<file path="src/rtl/fifo_pkt_arbiter_pkg.sv">
// fifo_pkt_arbiter_pkg: arbiter state type, default timeout and the round-robin pick function
// shared by fifo_pkt_arbiter and its priority-pick sub-module.
package fifo_pkt_arbiter_pkg;
  typedef enum logic {IDLE, BURST} state_e;
  localparam int TIMEOUT_CYC_DEF = 1024;
  localparam int MAX_REQ = 8;
  // Nearest valid index above last_owner, wrapping at n; returns last_owner when none is valid.
  function automatic logic [2:0] rr_pick(input logic [MAX_REQ-1:0] valid, input logic [2:0] last_owner, input int n);
    int s;
    logic [2:0] c;
    logic [2:0] pick;
    pick = last_owner;
    for (int k = MAX_REQ; k >= 1; k--) begin
      s = int'(last_owner) + k;
      if (s >= n) s = s - n;
      c = 3'(s);
      if (k <= n && valid[c]) pick = c;
    end
    return pick;
  endfunction
endpackage

</file>
<file path="src/rtl/fifo_pkt_arbiter_if.sv">
// fifo_pkt_arbiter_if: requester-side and FIFO-write-side signals of the packet arbiter.
// master drives requests and fifo_full; slave is the arbiter.
interface fifo_pkt_arbiter_if #(
  parameter int WIDTH   = 8,
  parameter int NUM_REQ = 4
);
  logic [NUM_REQ-1:0]       req_valid;
  logic [NUM_REQ*WIDTH-1:0] req_data;
  logic [NUM_REQ-1:0]       req_last;
  logic [NUM_REQ-1:0]       req_ready;
  logic [WIDTH-1:0]         fifo_wr_data;
  logic                     fifo_wr_en;
  logic                     fifo_full;
  logic [NUM_REQ-1:0]       grant;
  logic                     pkt_done;
  logic                     timeout_err;
  modport master (
    output req_valid, req_data, req_last, fifo_full,
    input  req_ready, fifo_wr_data, fifo_wr_en, grant, pkt_done, timeout_err
  );
  modport slave (
    input  req_valid, req_data, req_last, fifo_full,
    output req_ready, fifo_wr_data, fifo_wr_en, grant, pkt_done, timeout_err
  );
endinterface

</file>
<file path="src/rtl/fifo_pkt_arbiter_rr_priority_pick.sv">
// fifo_pkt_arbiter_rr_priority_pick: rotate-and-priority-encode, picks the next valid index
// after last_i with wrap and flags whether any was found.
module fifo_pkt_arbiter_rr_priority_pick
  import fifo_pkt_arbiter_pkg::*;
#(
  parameter int NUM_REQ = 4,
  parameter int IDX_W   = $clog2(NUM_REQ)
) (
  input  logic [NUM_REQ-1:0] valid_i,
  input  logic [IDX_W-1:0]   last_i,
  output logic [IDX_W-1:0]   idx_o,
  output logic               found_o
);
  logic [MAX_REQ-1:0] v;
  always_comb begin
    v = '0;
    v[NUM_REQ-1:0] = valid_i;
    idx_o = IDX_W'(rr_pick(v, 3'(last_i), NUM_REQ));
    found_o = |valid_i;
  end
endmodule

</file>
<file path="src/rtl/fifo_pkt_arbiter.sv">
// fifo_pkt_arbiter: packet-granular round-robin arbiter in front of a sync_fifo write port.
// Optional stall timeout enabled by defining FIFO_ARB_TIMEOUT_EN.
module fifo_pkt_arbiter
  import fifo_pkt_arbiter_pkg::*;
#(
  parameter int WIDTH       = 8,
  parameter int NUM_REQ     = 4,
  parameter int IDX_W       = $clog2(NUM_REQ),
  parameter int TIMEOUT_CYC = TIMEOUT_CYC_DEF
) (
  input logic clk,
  input logic rst_n,
  fifo_pkt_arbiter_if.slave arb_if
);
  state_e state_q, state_d;
  logic [NUM_REQ-1:0] grant_q, grant_d;
  logic [IDX_W-1:0] owner_q, owner_d, pick;
  logic found, burst, beat, done, tout, pkt_done_q;

  fifo_pkt_arbiter_rr_priority_pick #(.NUM_REQ(NUM_REQ), .IDX_W(IDX_W)) u_pick (
    .valid_i (arb_if.req_valid),
    .last_i  (owner_q),
    .idx_o   (pick),
    .found_o (found)
  );

  // Data path is combinational from the owner straight to the FIFO write port.
  always_comb begin
    burst = state_q == BURST;
    arb_if.req_ready = (burst && !arb_if.fifo_full) ? grant_q : '0;
    beat = |(arb_if.req_valid & arb_if.req_ready);
    done = beat && arb_if.req_last[owner_q];
    arb_if.fifo_wr_en = beat;
    arb_if.fifo_wr_data = arb_if.req_data[int'(owner_q)*WIDTH +: WIDTH];
    state_d = state_q;
    grant_d = grant_q;
    owner_d = owner_q;
    if (!burst && found) begin
      state_d = BURST;
      grant_d = NUM_REQ'(1) << pick;
      owner_d = pick;
    end else if (burst && (done || tout)) begin
      state_d = IDLE;
      grant_d = '0;
    end
  end

`ifdef FIFO_ARB_TIMEOUT_EN
  localparam int CNT_W = $clog2(TIMEOUT_CYC + 1);
  logic [CNT_W-1:0] cnt_q, cnt_d;
  logic stall;
  // Owner valid but FIFO full is back-pressure, not a stall: the count is held there.
  always_comb begin
    stall = state_q == BURST && !arb_if.req_valid[owner_q];
    tout = stall && cnt_q == CNT_W'(TIMEOUT_CYC - 1);
    cnt_d = (tout || state_q != BURST || (!stall && !arb_if.fifo_full)) ? '0 :
            stall ? cnt_q + 1'b1 : cnt_q;
    arb_if.timeout_err = tout;
  end
  always_ff @(posedge clk or negedge rst_n)
    if (!rst_n) cnt_q <= '0;
    else cnt_q <= cnt_d;
`else
  always_comb begin
    tout = 1'b0;
    arb_if.timeout_err = 1'b0;
  end
`endif

  always_ff @(posedge clk or negedge rst_n)
    if (!rst_n) begin
      state_q <= IDLE;
      grant_q <= '0;
      owner_q <= '0;
      pkt_done_q <= 1'b0;
    end else begin
      state_q <= state_d;
      grant_q <= grant_d;
      owner_q <= owner_d;
      pkt_done_q <= done;
    end

  assign arb_if.grant = grant_q;
  assign arb_if.pkt_done = pkt_done_q;
endmodule

</file>
<file path="src/flat_wrapper.sv">
// flat-port wrapper written by rule: the top's interface ports become plain ports
module fifo_pkt_arbiter_flat import fifo_pkt_arbiter_pkg::*;
#(
  parameter int WIDTH       = 8,
  parameter int NUM_REQ     = 4,
  parameter int IDX_W       = $clog2(NUM_REQ),
  parameter int TIMEOUT_CYC = TIMEOUT_CYC_DEF
)
  (clk, rst_n, arb_if_req_valid, arb_if_req_data, arb_if_req_last, arb_if_fifo_full, arb_if_req_ready, arb_if_fifo_wr_data, arb_if_fifo_wr_en, arb_if_grant, arb_if_pkt_done, arb_if_timeout_err);
  fifo_pkt_arbiter_if #(.WIDTH(WIDTH), .NUM_REQ(NUM_REQ)) arb_if_i ();
  input logic clk;
  input logic rst_n;
  input wire logic [$bits(arb_if_i.req_valid)-1:0] arb_if_req_valid;
  input wire logic [$bits(arb_if_i.req_data)-1:0] arb_if_req_data;
  input wire logic [$bits(arb_if_i.req_last)-1:0] arb_if_req_last;
  input wire logic [$bits(arb_if_i.fifo_full)-1:0] arb_if_fifo_full;
  output wire logic [$bits(arb_if_i.req_ready)-1:0] arb_if_req_ready;
  output wire logic [$bits(arb_if_i.fifo_wr_data)-1:0] arb_if_fifo_wr_data;
  output wire logic [$bits(arb_if_i.fifo_wr_en)-1:0] arb_if_fifo_wr_en;
  output wire logic [$bits(arb_if_i.grant)-1:0] arb_if_grant;
  output wire logic [$bits(arb_if_i.pkt_done)-1:0] arb_if_pkt_done;
  output wire logic [$bits(arb_if_i.timeout_err)-1:0] arb_if_timeout_err;
  assign arb_if_i.req_valid = arb_if_req_valid;
  assign arb_if_i.req_data = arb_if_req_data;
  assign arb_if_i.req_last = arb_if_req_last;
  assign arb_if_i.fifo_full = arb_if_fifo_full;
  assign arb_if_req_ready = arb_if_i.req_ready;
  assign arb_if_fifo_wr_data = arb_if_i.fifo_wr_data;
  assign arb_if_fifo_wr_en = arb_if_i.fifo_wr_en;
  assign arb_if_grant = arb_if_i.grant;
  assign arb_if_pkt_done = arb_if_i.pkt_done;
  assign arb_if_timeout_err = arb_if_i.timeout_err;
  fifo_pkt_arbiter #(.WIDTH(WIDTH), .NUM_REQ(NUM_REQ), .IDX_W(IDX_W), .TIMEOUT_CYC(TIMEOUT_CYC)) u_core (.clk(clk), .rst_n(rst_n), .arb_if(arb_if_i));
endmodule
</file>
<file path="config.mk">
export PLATFORM = sky130hd
export DESIGN_NAME = fifo_pkt_arbiter_flat
export DESIGN_NICKNAME = d
export VERILOG_FILES = /design/src/rtl/fifo_pkt_arbiter_pkg.sv /design/src/rtl/fifo_pkt_arbiter_if.sv /design/src/rtl/fifo_pkt_arbiter_rr_priority_pick.sv /design/src/rtl/fifo_pkt_arbiter.sv /design/src/flat_wrapper.sv
export SDC_FILE = /design/constraint.sdc
export NUM_CORES = 1
export LEC_CHECK = 0
export BUFFER_PORTS_ARGS = -buffer_cell sky130_fd_sc_hd__buf_2
export CAP_MARGIN = 20
export CORE_MARGIN = 2
export CORE_UTILIZATION = 32
export CTS_CLUSTER_SIZE = 25
export DETAILED_ROUTE_END_ITERATION = 10
export PLACE_DENSITY = 0.66
export SETUP_SLACK_MARGIN = 0.02
export SLEW_MARGIN = 20
export SYNTH_ARGS = -nofsm -noshare
export SYNTH_HDL_FRONTEND = slang
export SYNTH_SLANG_ARGS = --single-unit
</file>
<file path="constraint.sdc">
create_clock -name clk -period 2.7 [get_ports clk]
set_input_delay 0.405 -clock clk [delete_from_list [all_inputs] [get_ports clk]]
set_output_delay 0.405 -clock clk [all_outputs]
set_load 0.03 [all_outputs]
</file>
After elaboration in Yosys (flattened, before gate mapping)
Index checks and enable logic that the tools add are counted.
Word-level totals
  flip-flop bits (word level): 8
  latch bits: 0
  memory bits (writable): 0
  ROM bits: 0
  input port bits: 43
  output and inout port bits: 19
  word-level logic and storage cells: 56
  memories kept: 0
Cells by class
  add/subtract/negate cells: 8
  multipliers: 0
  div/mod/pow operators: 0
  $lt $le $gt $ge: 9
  equality and inequality tests: 0
  shift-type cells: 2
  multiplexer cells: 23
  bitwise logic cells: 1
  reductions and logical operators: 9
Operators with widths (count)
  variable part select 32 x 6 -> 8 bit: 1
  less-than comparator 3 x 4 -> 1 bit (second input constant): 4
  binary-select mux 1 bit (select 3 bit): 4
  two-way mux 3 bit: 4
  two-way mux 4 bit: 3
  subtractor 3 bit (second input constant): 4
  >= comparator 3 bit (second input constant): 3
  two-way mux 2 bit: 4
  OR reduction 4 bit: 2
  two-way mux 1 bit: 7
  adder 2 x 2 -> 3 bit (second input constant): 2
  adder 2 x 3 -> 4 bit (second input constant): 1
  AND 4 bit: 1
  >= comparator 4 x 3 -> 1 bit (second input constant): 1
  logical AND 1 bit: 4
  left shift 1 x 2 -> 4 bit (first input constant): 1
  adder 2 x 1 -> 3 bit (second input constant): 1
  less-than comparator 2 x 3 -> 1 bit (second input constant): 1
  binary-select mux 1 bit (select 2 bit): 1
  zero test 1 bit: 2
  nonzero test 2 bit: 1

Logic depth before layout (Yosys ltp)
  depth in word-level cells: 11
  mapped depth: 7
  depth with buffers taken out: 6

By module
A second synthesis with hierarchy kept.
Second synthesis, totals
  cell total of the unflattened synthesis: 74
  area total of the unflattened synthesis: 827.0 um^2
Modules (own cells, without submodules)
  fifo_pkt_arbiter: times used 1, cells each 52, area an instance 658.1 um^2, seq. area each 200.2 um^2
  fifo_pkt_arbiter_rr_priority_pick: times used 1, cells each 22, area an instance 168.9 um^2, seq. area each 0.0 um^2

Worst setup path before layout
No wires, ideal clock.
  path type: register to output
  start point: register u_core.owner_q[0]
  end point: output arb_if_fifo_wr_data[0]
  arrival time: 1484 ps
  required time: 2295 ps
  setup slack: 811 ps
  stages on the path, launching flop included: 5
  path buffers: 3
  cell sequence: dfrtp_1 -> buf_6 -> buf_8 -> buf_2 -> mux4_2
Between the ends
  longest elaborated chain between the ends: 1
Ends and longest elaborated chain
  start: declaration: line fifo_pkt_arbiter.sv:17  | logic [IDX_W-1:0] owner_q, owner_d, pick;
  start signal: assignment: line fifo_pkt_arbiter.sv:79  | owner_q <= owner_d;
  variable part select 32 x 6 -> 8 bit: line fifo_pkt_arbiter.sv:34  | arb_if.fifo_wr_data = arb_if.req_data[int'(owner_q)*WIDTH +: WIDTH];
  end: declaration: line flat_wrapper.sv:18  | output wire logic [$bits(arb_if_i.fifo_wr_data)-1:0] arb_if_fifo_wr_data;
No other way between the ends.

Worst setup path after layout
  start point: register u_core.owner_q[0]
  end point: output arb_if_fifo_wr_data[2]
The elaborated chain is that of the path after synthesis.

==> metrics.cfg <==
[drt]
drc=0
post_drt_wl_per_cell_um=14.5
final_antenna_net_count=0
first_pass_iters=4
drt_wl_total_um=2420
vias_per_cell=5.32
initialDrtViolationCount=19
num_vias=888

[logic_synthesis]
syn_area_um2=848
synth_cells=79
avgSynthCellArea_um2=10.7
yosysSeqAreaShare_pct=23.6
synthArstFlopShare_pct=100
ys_top_cells_by_area=mux4_2 (24%), dfrtp_1 (24%), mux2i_1 (3.5%), a22o_1 (3.1%), and2_1 (2.9%)
synth_area_leader_cell=mux4_2
synth_edf_count=0
syn_nets=123
synth_ff_type=dfrtp_1
synth-seq-cells=8
yosys_warnings=0
synthDistinctLibCells=38
yosysTopAreaCellShare_pct=23.9

[die]
core_um2=2500
io_pins=62
die_w_um=55.5
die_y_um=55.5
die_area_um2=3080
rows=18
initial_core_util_pct=33.9

[timing]
hold_viol_final=0
tightest_slew_ns=0.537
max_slew_margin_pct=64.1
fin_crit_ns=2.08
max_freq_mhz=481
finalSetupTns_ns=0
rsz0062_at_grt=no
drv_slew=0
finalSetupViolCount=0
period_share_pct=77.0
fin_skew_ns=0.00236

[clocking]
htree_num_levels=1
cts_root_buf=clkbuf_4
numCtsBuffers=3
post-cts-setup-buffers=0
path_clk_slew_ns=0.05
cts_tree=done
clkLatencyLatePin_ns=0.25
cts.sinks=8
clock_path_buffers=2

[job]
cap_violations=0

[worst_setup_path]
path_buf_inv=2
crit_slowest_cell=mux4_2
worst-path-max-fanout=24
cp.required_ns=2.30
slowest_delay_ns=0.57
timing.critical_path.from=u_core.owner_q[0]
start_kind=register
worstSetupEndpoint=arb_if_fifo_wr_data[2]
path_depth=3
arrival_ns=1.67
path_class=register to primary output
worstSetupEndpointType=primary output
ff2ff_setup_slack_ns=0.84
r2r_end=u_core.arb_if.grant[3]
critical-path-top-delay-family=multiplexers
worstRegToRegCells=5
r2r_start=u_core.owner_q[0]
path_cells=buf_4, mux4_2, buf_2

[grt]
grt_use_total_pct=16.8
grt_start_max_net_pins=25
grt_pass1_wl_um=4140
antenna_found_initial=0
overflow=0
first_global_vias=905

[cells_and_area]
drive_above_1_share_pct=59.1
final_common_cell=buf_2
finalNonFillerCells=167
layout.nets=183
seq_area_um2=200
multi_input_area_um2=562
antenna_cells=0
final_cell_mix=buf_2 (60), mux4_2 (9), dfrtp_1 (8)
post-route-util_pct=46.6
fill_cells=239
syn2layout_area_growth_pct=37.5

[power]
powerDensity_nw_per_um2=1130
ir_drop_uv=700
p_total_mw=1.32
p_leak_nw=0.596

[hold_path]
hold_path.class=input port to register

[placed_design]
port_buffers=60
gp_congestion=0.807
dp_cells=163
dpl.hpwl_um=1930

[run_status]
outcome=finished clean

-- how the worst min path moves through the flow --
stage	start	endpoint	slack, ns	depth (start not counted)
3_3_place_gp	rst_n	u_core.arb_if.grant[0]	0.26	1
4_1_cts	arb_if_fifo_full	u_core.arb_if.pkt_done	0.51	3
5_1_grt	arb_if_fifo_full	u_core.arb_if.pkt_done	0.52	3
3_5_place_dp	rst_n	u_core.arb_if.grant[3]	0.26	1
6_report	arb_if_fifo_full	u_core.arb_if.pkt_done	0.51	3
2_1_floorplan	rst_n	u_core.arb_if.grant[0]	0.11	0
-- metrics by stage --
step	setup slack (ns)	hold slack, ns	area, µm²
global placement	0.890	0.257	1130
global route	0.539	0.515	1170
floorplan	0.811	0.109	848
CTS	0.599	0.507	1170
finish	0.621	0.508	1170
detailed placement	0.852	0.262	1130
-- cells by family (layout without fill, tap and decap cells) --
family / Yosys count / after routing / share of synthesized area [%]
AOI/OAI and AO/OA: 22 / 22 / 20.8
adders and majority gates: 1 / 1 / 1.47
buffers and inverters: 13 / 71 / 10.2
DFF: 8 / 8 / 23.6
muxes: 14 / 14 / 30.5
other: 1 / 1 / 0.442
and+or+nand+nor: 20 / 20 / 13.0
-- tightest hold or removal path: cells and delay by family --
family	cells	cell delay, ns
compound gates	1	0.16
buf+inv	1	0.08
simple gates	1	0.07
-- power breakdown --
group	internal [mW]	leakage [nW]	switching [mW]
Combinational	0.406	0.482	0.607
Clock	0.0508	0.0138	0.0400
Sequential	0.170	0.0997	0.0421
Total	0.627	0.596	0.689
-- layout make-up --
class                      count  share of cell area, %
tap                           30                   3.22
sequential                     8                   17.2
clock buffer                   3                   1.93
multi-input combinational     58                   48.2
timing repair buffer          63                   27.9
inverter                       5                   1.61
-- cells in the mapped netlist (all sizes together), types with 2 or more instances --
cell	number
nand2b	2
buf	6
inv	5
o31ai	2
nand2	4
dfrtp	8
a32o	2
nor2	4
o21ai	3
and2	4
clkbuf	2
mux4	9
a22o	3
a21oi	4
nand3	2
mux2	2
mux2i	3
-- sequential cells by signal, indices dropped and copies added (netlist names) --
| signal | cells |
|---|---|
| u_core.arb_if.pkt_done | 1 |
| u_core.arb_if.grant | 4 |
| u_core.burst | 1 |
| u_core.owner_q | 2 |
-- metal layers --
metal  global-route usage (%)  part of all wire (%)
met1                     20.0                    41
met5                        0                     0
met3                     5.62                   9.5
met4                     3.14                  0.33
met2                     29.6                    49
-- what timing repair did --
action,4_1_cts,5_1_grt
hold endpoints to repair,8,0
hold buffers,1,0
resized for setup,0,0
(Power assumes the default switching activity.)
